--- src/rtl/alu_sequencer.sv ---
// -----------------------------------------------------------------------------
// alu_sequencer
//   Command-driven controller for a shared combinational 32-bit ALU
//   (ops 0-7: zero/add/sub/shl1/shr1/and/or/xor). It accepts one command per
//   valid/ready handshake, drives the ALU select/operand lines, captures the
//   ALU output and returns it through a second valid/ready handshake. Op 8 is
//   a fixed-latency shift-add multiply that reuses the ALU adder once per
//   iteration. Ops 9-15 return an error response.
//
// Ports
//   clk, rst_n                   clock, asynchronous active-low reset
//   cmd_valid/cmd_ready          command handshake (ready only in IDLE)
//   cmd_op, cmd_a, cmd_b         opcode and operands
//   alu_a, alu_b, alu_s          registered drive to the ALU
//   alu_o                        combinational ALU result
//   rsp_valid/rsp_ready          response handshake
//   rsp_data, rsp_err            result, illegal-opcode flag
//   busy                         high whenever not IDLE
// -----------------------------------------------------------------------------
module alu_sequencer #(
  parameter int WIDTH     = 32,
  parameter int MUL_ITERS = 32
) (
  input  logic             clk,
  input  logic             rst_n,
  input  logic             cmd_valid,
  output logic             cmd_ready,
  input  logic [3:0]       cmd_op,
  input  logic [WIDTH-1:0] cmd_a,
  input  logic [WIDTH-1:0] cmd_b,
  output logic [WIDTH-1:0] alu_a,
  output logic [WIDTH-1:0] alu_b,
  output logic [3:0]       alu_s,
  input  logic [WIDTH-1:0] alu_o,
  output logic             rsp_valid,
  input  logic             rsp_ready,
  output logic [WIDTH-1:0] rsp_data,
  output logic             rsp_err,
  output logic             busy
);

  localparam int ITW = (MUL_ITERS > 1) ? $clog2(MUL_ITERS) : 1;

  typedef enum logic [1:0] {
    S_IDLE,
    S_EXEC,
    S_MUL,
    S_DONE
  } state_t;

  state_t           r_state;
  state_t           w_next;

  logic [WIDTH-1:0] r_alu_a;
  logic [WIDTH-1:0] r_alu_b;
  logic [3:0]       r_alu_s;
  logic [WIDTH-1:0] r_m;       // multiplicand for the next iteration
  logic [WIDTH-1:0] r_q;       // multiplier bits still to consume
  logic [ITW-1:0]   r_iter;
  logic             r_rsp_valid;
  logic [WIDTH-1:0] r_rsp_data;
  logic             r_rsp_err;

  logic             w_accept;
  logic             w_rsp_hs;
  logic             w_mul_last;

  assign w_accept   = cmd_valid && (r_state == S_IDLE);
  assign w_rsp_hs   = r_rsp_valid && rsp_ready;
  assign w_mul_last = (r_iter == ITW'(MUL_ITERS - 1));

  // NOTE: all sequential state uses non-blocking assignments so every
  // register samples pre-edge values regardless of block ordering.
  always_ff @(posedge clk or negedge rst_n) begin
    if (!rst_n) r_state <= S_IDLE;
    else        r_state <= w_next;
  end

  // NOTE: w_next gets a default before the case so no path leaves it
  // unassigned, which would otherwise infer a latch.
  always_comb begin
    w_next = r_state;
    case (r_state)
      S_IDLE: begin
        if (w_accept) begin
          if (cmd_op <= 4'd7)      w_next = S_EXEC;
          else if (cmd_op == 4'd8) w_next = S_MUL;
          else                     w_next = S_DONE;
        end
      end
      S_EXEC:  w_next = S_DONE;
      S_MUL:   if (w_mul_last) w_next = S_DONE;
      S_DONE:  if (w_rsp_hs) w_next = S_IDLE;
      default: w_next = S_IDLE;
    endcase
  end

  // The ALU drive registers double as the operand latches: they are loaded on
  // the accepting edge so the ALU sees the operation in the very next cycle.
  // During MUL, alu_a holds the running partial product P and alu_b holds the
  // addend (M or 0) selected by the current multiplier bit.
  // NOTE: every register here is a plain flop (no arrays), so all of them are
  // cleared by the async reset; a command in flight is simply lost.
  always_ff @(posedge clk or negedge rst_n) begin
    if (!rst_n) begin
      r_alu_a     <= '0;
      r_alu_b     <= '0;
      r_alu_s     <= '0;
      r_m         <= '0;
      r_q         <= '0;
      r_iter      <= '0;
      r_rsp_valid <= 1'b0;
      r_rsp_data  <= '0;
      r_rsp_err   <= 1'b0;
    end else begin
      case (r_state)
        S_IDLE: begin
          if (w_accept) begin
            if (cmd_op <= 4'd7) begin
              r_alu_a <= cmd_a;
              r_alu_b <= cmd_b;
              r_alu_s <= cmd_op;
            end else if (cmd_op == 4'd8) begin
              r_alu_a <= '0;
              r_alu_b <= cmd_b[0] ? cmd_a : '0;
              r_alu_s <= 4'd1;
              r_m     <= cmd_a << 1;
              r_q     <= cmd_b >> 1;
              r_iter  <= '0;
            end else begin
              r_rsp_valid <= 1'b1;
              r_rsp_data  <= '0;
              r_rsp_err   <= 1'b1;
            end
          end
        end
        S_EXEC: begin
          r_rsp_valid <= 1'b1;
          r_rsp_data  <= alu_o;
          r_rsp_err   <= 1'b0;
          r_alu_a     <= '0;
          r_alu_b     <= '0;
          r_alu_s     <= '0;
        end
        S_MUL: begin
          if (w_mul_last) begin
            r_rsp_valid <= 1'b1;
            r_rsp_data  <= alu_o;
            r_rsp_err   <= 1'b0;
            r_alu_a     <= '0;
            r_alu_b     <= '0;
            r_alu_s     <= '0;
          end else begin
            r_alu_a <= alu_o;
            r_alu_b <= r_q[0] ? r_m : '0;
            r_m     <= r_m << 1;
            r_q     <= r_q >> 1;
            r_iter  <= r_iter + 1'b1;
          end
        end
        S_DONE: begin
          if (w_rsp_hs) r_rsp_valid <= 1'b0;
        end
        default: ;
      endcase
    end
  end

  assign cmd_ready = (r_state == S_IDLE);
  assign busy      = (r_state != S_IDLE);
  assign alu_a     = r_alu_a;
  assign alu_b     = r_alu_b;
  assign alu_s     = r_alu_s;
  assign rsp_valid = r_rsp_valid;
  assign rsp_data  = r_rsp_data;
  assign rsp_err   = r_rsp_err;

endmodule

--- config.mk ---
export PLATFORM = sky130hd
export DESIGN_NAME = alu_sequencer
export DESIGN_NICKNAME = d
export VERILOG_FILES = /design/src/rtl/alu_sequencer.sv
export SDC_FILE = /design/constraint.sdc
export NUM_CORES = 1
export LEC_CHECK = 0
export CAP_MARGIN = 10
export CORE_ASPECT_RATIO = 1.75
export CORE_MARGIN = 1
export CORE_UTILIZATION = 30
export CTS_CLUSTER_DIAMETER = 80
export DETAILED_ROUTE_END_ITERATION = 6
export PLACE_DENSITY = 0.6
export SLEW_MARGIN = 20
export SYNTH_ARGS = -nofsm -noshare
export SYNTH_HDL_FRONTEND = slang
export SYNTH_SLANG_ARGS = --single-unit
--- constraint.sdc ---
create_clock -name clk -period 2.4 [get_ports clk]
set_clock_uncertainty 0.2 [all_clocks]
set_input_delay 0.36 -clock clk [delete_from_list [all_inputs] [get_ports clk]]
set_output_delay 0.36 -clock clk [all_outputs]
set_load 0.005 [all_outputs]
=== Word level (Yosys, flattened, before mapping) ===
Index checks and enable logic that the tools add are counted.

* Bits in registers: 173
* Input port bits: 104
* Output and inout bits: 104

* Add/sub/neg operators: 1
* Magnitude comparators: 1
* Equality and inequality tests: 13
* Muxes and demuxes: 51
* Reduce and logical (&&, ||, !) cells: 12

{| class="wikitable"
|+ Operators with widths
! kind !! number
|-
| 2-to-1 mux 32 bit || 22
|-
| case mux 32 bit (3 select lines) || 3
|-
| case mux 32 bit (2 select lines) || 2
|-
| 2-to-1 mux 5 bit || 4
|-
| 2-to-1 mux 4 bit || 4
|-
| AND reduction 5 bit || 3
|-
| case mux 4 bit (3 select lines) || 1
|-
| != test 2 bit (second input constant) || 5
|-
| case mux 5 bit (2 select lines) || 1
|-
| 2-to-1 mux 2 bit || 4
|-
| case mux 2 bit (4 select lines) || 1
|-
| 2-to-1 mux 1 bit || 7
|-
| AND reduction 3 bit || 2
|-
| adder 5 x 1 -> 5 bit (second input constant) || 1
|-
| equality test 5 bit (second input constant) || 1
|-
| equality test 2 bit (second input constant) || 2
|-
| equality test 4 bit (second input constant) || 1
|-
| <= comparator 4 x 3 -> 1 bit (second input constant) || 1
|-
| != test 2 x 1 -> 1 bit (second input constant) || 2
|-
| case mux 1 bit (4 select lines) || 1
|-
| AND reduction 4 bit || 1
|-
| nonzero test 2 bit || 2
|-
| != test 3 x 1 -> 1 bit (second input constant) || 1
|-
| case mux 1 bit (3 select lines) || 1
|-
| 4 further kinds || 5
|}

=== Longest topological paths before layout ===
* Word-level depth: 5
* Gate-level depth with buffers: 9
* Mapped depth without buffers: 7

=== Worst setup path before layout ===
No wires, ideal clock.

* Path type: register -> register
* From: reg r_iter[0]
* To: reg r_m[10]
* Setup time: 0.141 ns
* Data arrival time: 1.945 ns
* Slack: 0.114 ns
* Stages on the path, launching flop included: 8
* Path through: dfrtp_1 ha_1 and3_1 ha_1 a211oi_2 buf_2 buf_1 a31oi_1

* Cells in the longest elaborated chain, start to end: 3

{| class="wikitable"
|+ RTL lines
! what !! RTL line !! text
|-
| start, declared || 59 || <nowiki>logic [ITW-1:0] r_iter;</nowiki>
|-
| start signal, assigned || 158 || <nowiki>r_iter <= r_iter + 1'b1;</nowiki>
|-
| equality test 5 bit || 70 || <nowiki>assign w_mul_last = (r_iter == ITW'(MUL_ITERS - 1));</nowiki>
|-
| != test 2 bit (no line) || n/a ||
|-
| AND reduction 5 bit (no line) || n/a ||
|-
| end signal, assigned || 127 || <nowiki>r_m <= cmd_a << 1;</nowiki>
|-
| end signal, assigned || 156 || <nowiki>r_m <= r_m << 1;</nowiki>
|-
| end, declared || 57 || <nowiki>logic [WIDTH-1:0] r_m;</nowiki>
|}

No other way between the ends.
A chain may end at the register's enable or synchronous reset.

=== Worst setup path in the final report ===
* From: reg r_state[0]
* To: out busy

* Cells in the longest elaborated chain, start to end: 1

{| class="wikitable"
|+ RTL lines
! what !! RTL line !! text
|-
| start, declared || 51 || <nowiki>state_t r_state;</nowiki>
|-
| start signal, assigned || 76 || <nowiki>else r_state <= w_next;</nowiki>
|-
| nonzero test 2 bit || 170 || <nowiki>assign busy = (r_state != S_IDLE);</nowiki>
|-
| end, declared || 39 || <nowiki>output logic busy</nowiki>
|}

No other way between the ends.

==> run summary <==
The flow ran to the end, and the final reports show no timing, DRC or antenna violations. After clock tree synthesis, the clock-pin slew on the worst setup and hold paths is 0.07 ns. Counting distinct cell types in the post-synthesis netlist gives 33.

The tools report the boundary pin count as 208. The number of H-tree levels is 4, and the cell row count is 79. The setup check on the worst reg-to-reg path leaves a slack of 0.09 ns. After global routing the overflow that remains totals 0. The hold slack was 0.225 ns; the area of placed instances was 10,700 um2. The first routing iteration left 460 violations. The worst setup path is captured at an output port. Clock latency on the worst-skew pair, taken at its later pin, is 0.44 ns. The cell count after placement was 1,316; the largest net degree at the start of global routing was 68. For this run, the number of Yosys warnings is 0. The area of all placed cells without fillers came out at 11,400 um2. For the final hold violation count, the log shows 0. The total power divided by cell area is 1520 nW/um2.

The endpoint identified for the worst register-to-register timing path is alu_b[11]. The tools report the number of antenna violations at the first check in global routing as 1. The run gives 0 as the max-capacitance violation count. The detailed router placed 7,147 vias in this run. Setup violations remaining at the end of the flow were counted as 0.

The beginning of the critical path was r_state[0]. Die outline width: 126 um. The post-route netlist has 8.56% of its cells at a drive strength greater than 1.

Registers take 4280 um2. The layout has 2,630 filler cells. Critical path class: flop to output port. Number of DRC violations after detailed routing: 0. The startpoint identified for the worst register-to-register timing path is r_iter[0]. Slew at the pin closest to its max-slew limit: 0.517 ns.

The share of synthesized cell area in and, or, nand and nor gates is 9.57%, and the post-detailed-route via-to-cell ratio is 5.28. Buffers placed on the I/O ports in this run total 207. IR analysis of the VDD net gives a maximum drop of 0.771 mV. The tools report the final number of max-transition violations as 0.

Nature of the critical path startpoint: a flop. The synthesized netlist devotes 0% of its cell area to XOR and XNOR gates. The length in cells of the worst reg-to-reg path was 8; the detailed-router iteration count before antenna repair was 4. For the initial standard-cell utilization of the core, the log shows 30.4%.

The maximum fanout count along the critical path came out at 10. The tree is rooted in a sky130_fd_sc_hd__clkbuf_16. The clock passes through at most 2 buffers. The area growth from synthesis to layout is 41.5%. The data required time at the worst endpoint is 1.84 ns, and the via count of the first global-routing pass is 7,249. The run gives 0 ns as the final setup TNS. The worst min-delay path category was input port to asynchronous set/reset pin. The fmax is 433 MHz, and the count of flip-flops with a built-in enable after synthesis is 0. The area occupied by multi-input gates is 3450 um2, and the routability congestion estimate from global placement is 0.871. Of the available clock period, the critical path in the final layout requires 96.2%.

The adder-cell share of the synthesized area works out to 0.933%. The die is 219 um tall. Detailed placement ended at an HPWL of 20,800 um.

The number of standard cells after synthesis is 828, and the net count after synthesis is 938. After synthesis, the share of flip-flops with an asynchronous set or reset is 100%. Across every metal layer, demand over resource in global routing totals 21.3%. Setup repair after global routing could not meet its margin everywhere. For the number of clock sinks seen by CTS, the log shows 171. After synthesis, the largest family of logic cells by area is compound AO/OA/AOI/OAI gates. Headroom to the max-slew limit came out at 65.5%. The detail route stage leaves a number of antenna-violating nets equal to 0. TritonCTS built the clock tree. In the synthesized netlist the dominant register cell turns out to be sky130_fd_sc_hd__dfrtp_1. The cell area that synthesis handed to floorplanning was 8050 um2. The post-synthesis compound-gate area fraction was 22.8%; the core area was 26,500 um2. After synthesis the netlist holds a flip-flop and latch count of 171. The aggregate routed wire length was 28,700 um; the worst path arrival time was 1.75 ns. The die covers 27,500 um2.

Summing the sequential cell areas from Yosys gives 53.2% of the chip area. The share of cell area taken by muxes after synthesis works out to 8.80%. The analysis attributes to cell leakage a power of 4.55 nW. Clock tree synthesis inserted a total of 17 buffers. Each instance of the synthesized netlist takes up on average 9.72 um2.

The final cell count without fillers is 1,353. The run gives 43,200 um as the first-pass GRT wire length. The clock period could shrink to 2.31 ns. The post-detailed-route wirelength per cell was 21.2 um. The number of nets in the final layout was 1,128.
registers in the layout (all words and copies together), names as in the netlist:
| signal | cells |
|---|---|
| rsp_valid | 1 |
| rsp_data | 32 |
| r_state | 2 |
| alu_a | 32 |
| rsp_err | 1 |
| r_m | 31 |
| r_q | 31 |
| alu_s | 4 |
| r_iter | 5 |
| alu_b | 32 |
layer usage:
metal,wire length (um),GRT usage [%],vias up
met1,10600,22.1,3462
met3,970,3.99,77
met4,2180,16.3,0
met5,0,0,-
met2,15000,38.0,220
li1,-,-,3388
cells in the final DEF (no fill, tap or decap), types with 2 or more instances in the layout:
cell and n:
sky130_fd_sc_hd__clkdlybuf4s50_1 206, sky130_fd_sc_hd__dfrtp_1 170, sky130_fd_sc_hd__nand2_1 106, sky130_fd_sc_hd__a21oi_1 95, sky130_fd_sc_hd__a31oi_1 92, sky130_fd_sc_hd__nor2_1 67, sky130_fd_sc_hd__mux2i_1 64, sky130_fd_sc_hd__o21ai_0 36
sky130_fd_sc_hd__a32oi_1 31, sky130_fd_sc_hd__a22oi_1 30, sky130_fd_sc_hd__buf_4 23, sky130_fd_sc_hd__clkbuf_16 19, sky130_fd_sc_hd__buf_12 17, sky130_fd_sc_hd__inv_1 10, sky130_fd_sc_hd__nor2b_1 6, sky130_fd_sc_hd__mux2_2 6
sky130_fd_sc_hd__clkbuf_1 6, sky130_fd_sc_hd__clkbuf_8 4, sky130_fd_sc_hd__and3_1 3, sky130_fd_sc_hd__nand2b_1 3, sky130_fd_sc_hd__nand3_1 3, sky130_fd_sc_hd__ha_1 3, sky130_fd_sc_hd__buf_6 3, sky130_fd_sc_hd__inv_2 2
sky130_fd_sc_hd__ha_4 2
how the worst max path moves through the flow:
stage | slack (ns) | to
final | 0.09 | busy
after detailed placement | -0.06 | r_m[26]
after global routing | -0.01 | alu_b[14]
after global placement | -0.03 | alu_a[28]
after CTS | 0.02 | busy
after floorplan | 0.11 | r_m[10]
where the power goes:
group / leakage (nW) / total (W) / switching [W] / internal [W]
Sequential: 2.05 / 0.00516 / 0.000857 / 0.00431
Clock: 0.263 / 0.00265 / 0.00113 / 0.00152
Combinational: 2.24 / 0.00947 / 0.00496 / 0.00450
Total: 4.55 / 0.0173 / 0.00695 / 0.0103
repair_timing:
action                                  in CTS  in global routing
pin swaps                                    0                  1
endpoints found under the hold margin       43                  0
hold buffers                                 1                  0
resized for setup                            1                  5
cloned                                       0                  2
setup buffers                                0                  4
endpoints found under the setup margin       2                 55
synthesized netlist by cell type, types with 6 or more instances:
cell / number / area share, %
sky130_fd_sc_hd__a21oi_1: 95 / 5.9
sky130_fd_sc_hd__a22oi_1: 30 / 2.8
sky130_fd_sc_hd__a31oi_1: 92 / 7.1
sky130_fd_sc_hd__a32oi_1: 31 / 3.4
sky130_fd_sc_hd__buf_1: 15 / 0.70
sky130_fd_sc_hd__buf_2: 20 / 1.2
sky130_fd_sc_hd__clkbuf_1: 45 / 2.1
sky130_fd_sc_hd__dfrtp_1: 171 / 53
sky130_fd_sc_hd__ha_1: 6 / 0.93
sky130_fd_sc_hd__inv_1: 11 / 0.51
sky130_fd_sc_hd__mux2_2: 6 / 0.84
sky130_fd_sc_hd__mux2i_1: 64 / 8.0
sky130_fd_sc_hd__nand2_1: 106 / 4.9
sky130_fd_sc_hd__nor2_1: 69 / 3.2
sky130_fd_sc_hd__nor2b_1: 7 / 0.54
sky130_fd_sc_hd__o21ai_0: 36 / 2.2
stage by stage:
step	util [%]	setup WS, ns	power (W)
floorplan	-	0.114	0.0102
global placement	40.4	-0.0300	0.0141
detailed placement	40.4	-0.0559	0.0143
CTS	42.5	0.0165	0.0171
global route	43.0	-0.0141	0.0185
finish	43.0	0.0902	0.0173
critical path, cell delays in order (launching register included):
cell	delay, ns
sky130_fd_sc_hd__dfrtp_1	0.39
sky130_fd_sc_hd__inv_2	0.08
sky130_fd_sc_hd__ha_4	0.20
sky130_fd_sc_hd__inv_1	0.11
sky130_fd_sc_hd__clkdlybuf4s50_1	0.52
area by class of cell:
cell class | count | share of cell area [%]
clock buffers | 27 | 4.42
repair buffers | 252 | 23.4
inverters | 12 | 0.396
well taps | 324 | 3.56
flip-flops and latches | 171 | 37.6
diodes | 1 | 0.0220
clock inverters | 2 | 0.308
multi-input cells | 564 | 30.3
cell families after synthesis:
group | after synthesis
compound gates | 294
simple gates | 194
fa+ha+maj | 6
mux | 70
flops | 171
buf+inv | 93
(Power assumes the default switching activity.)
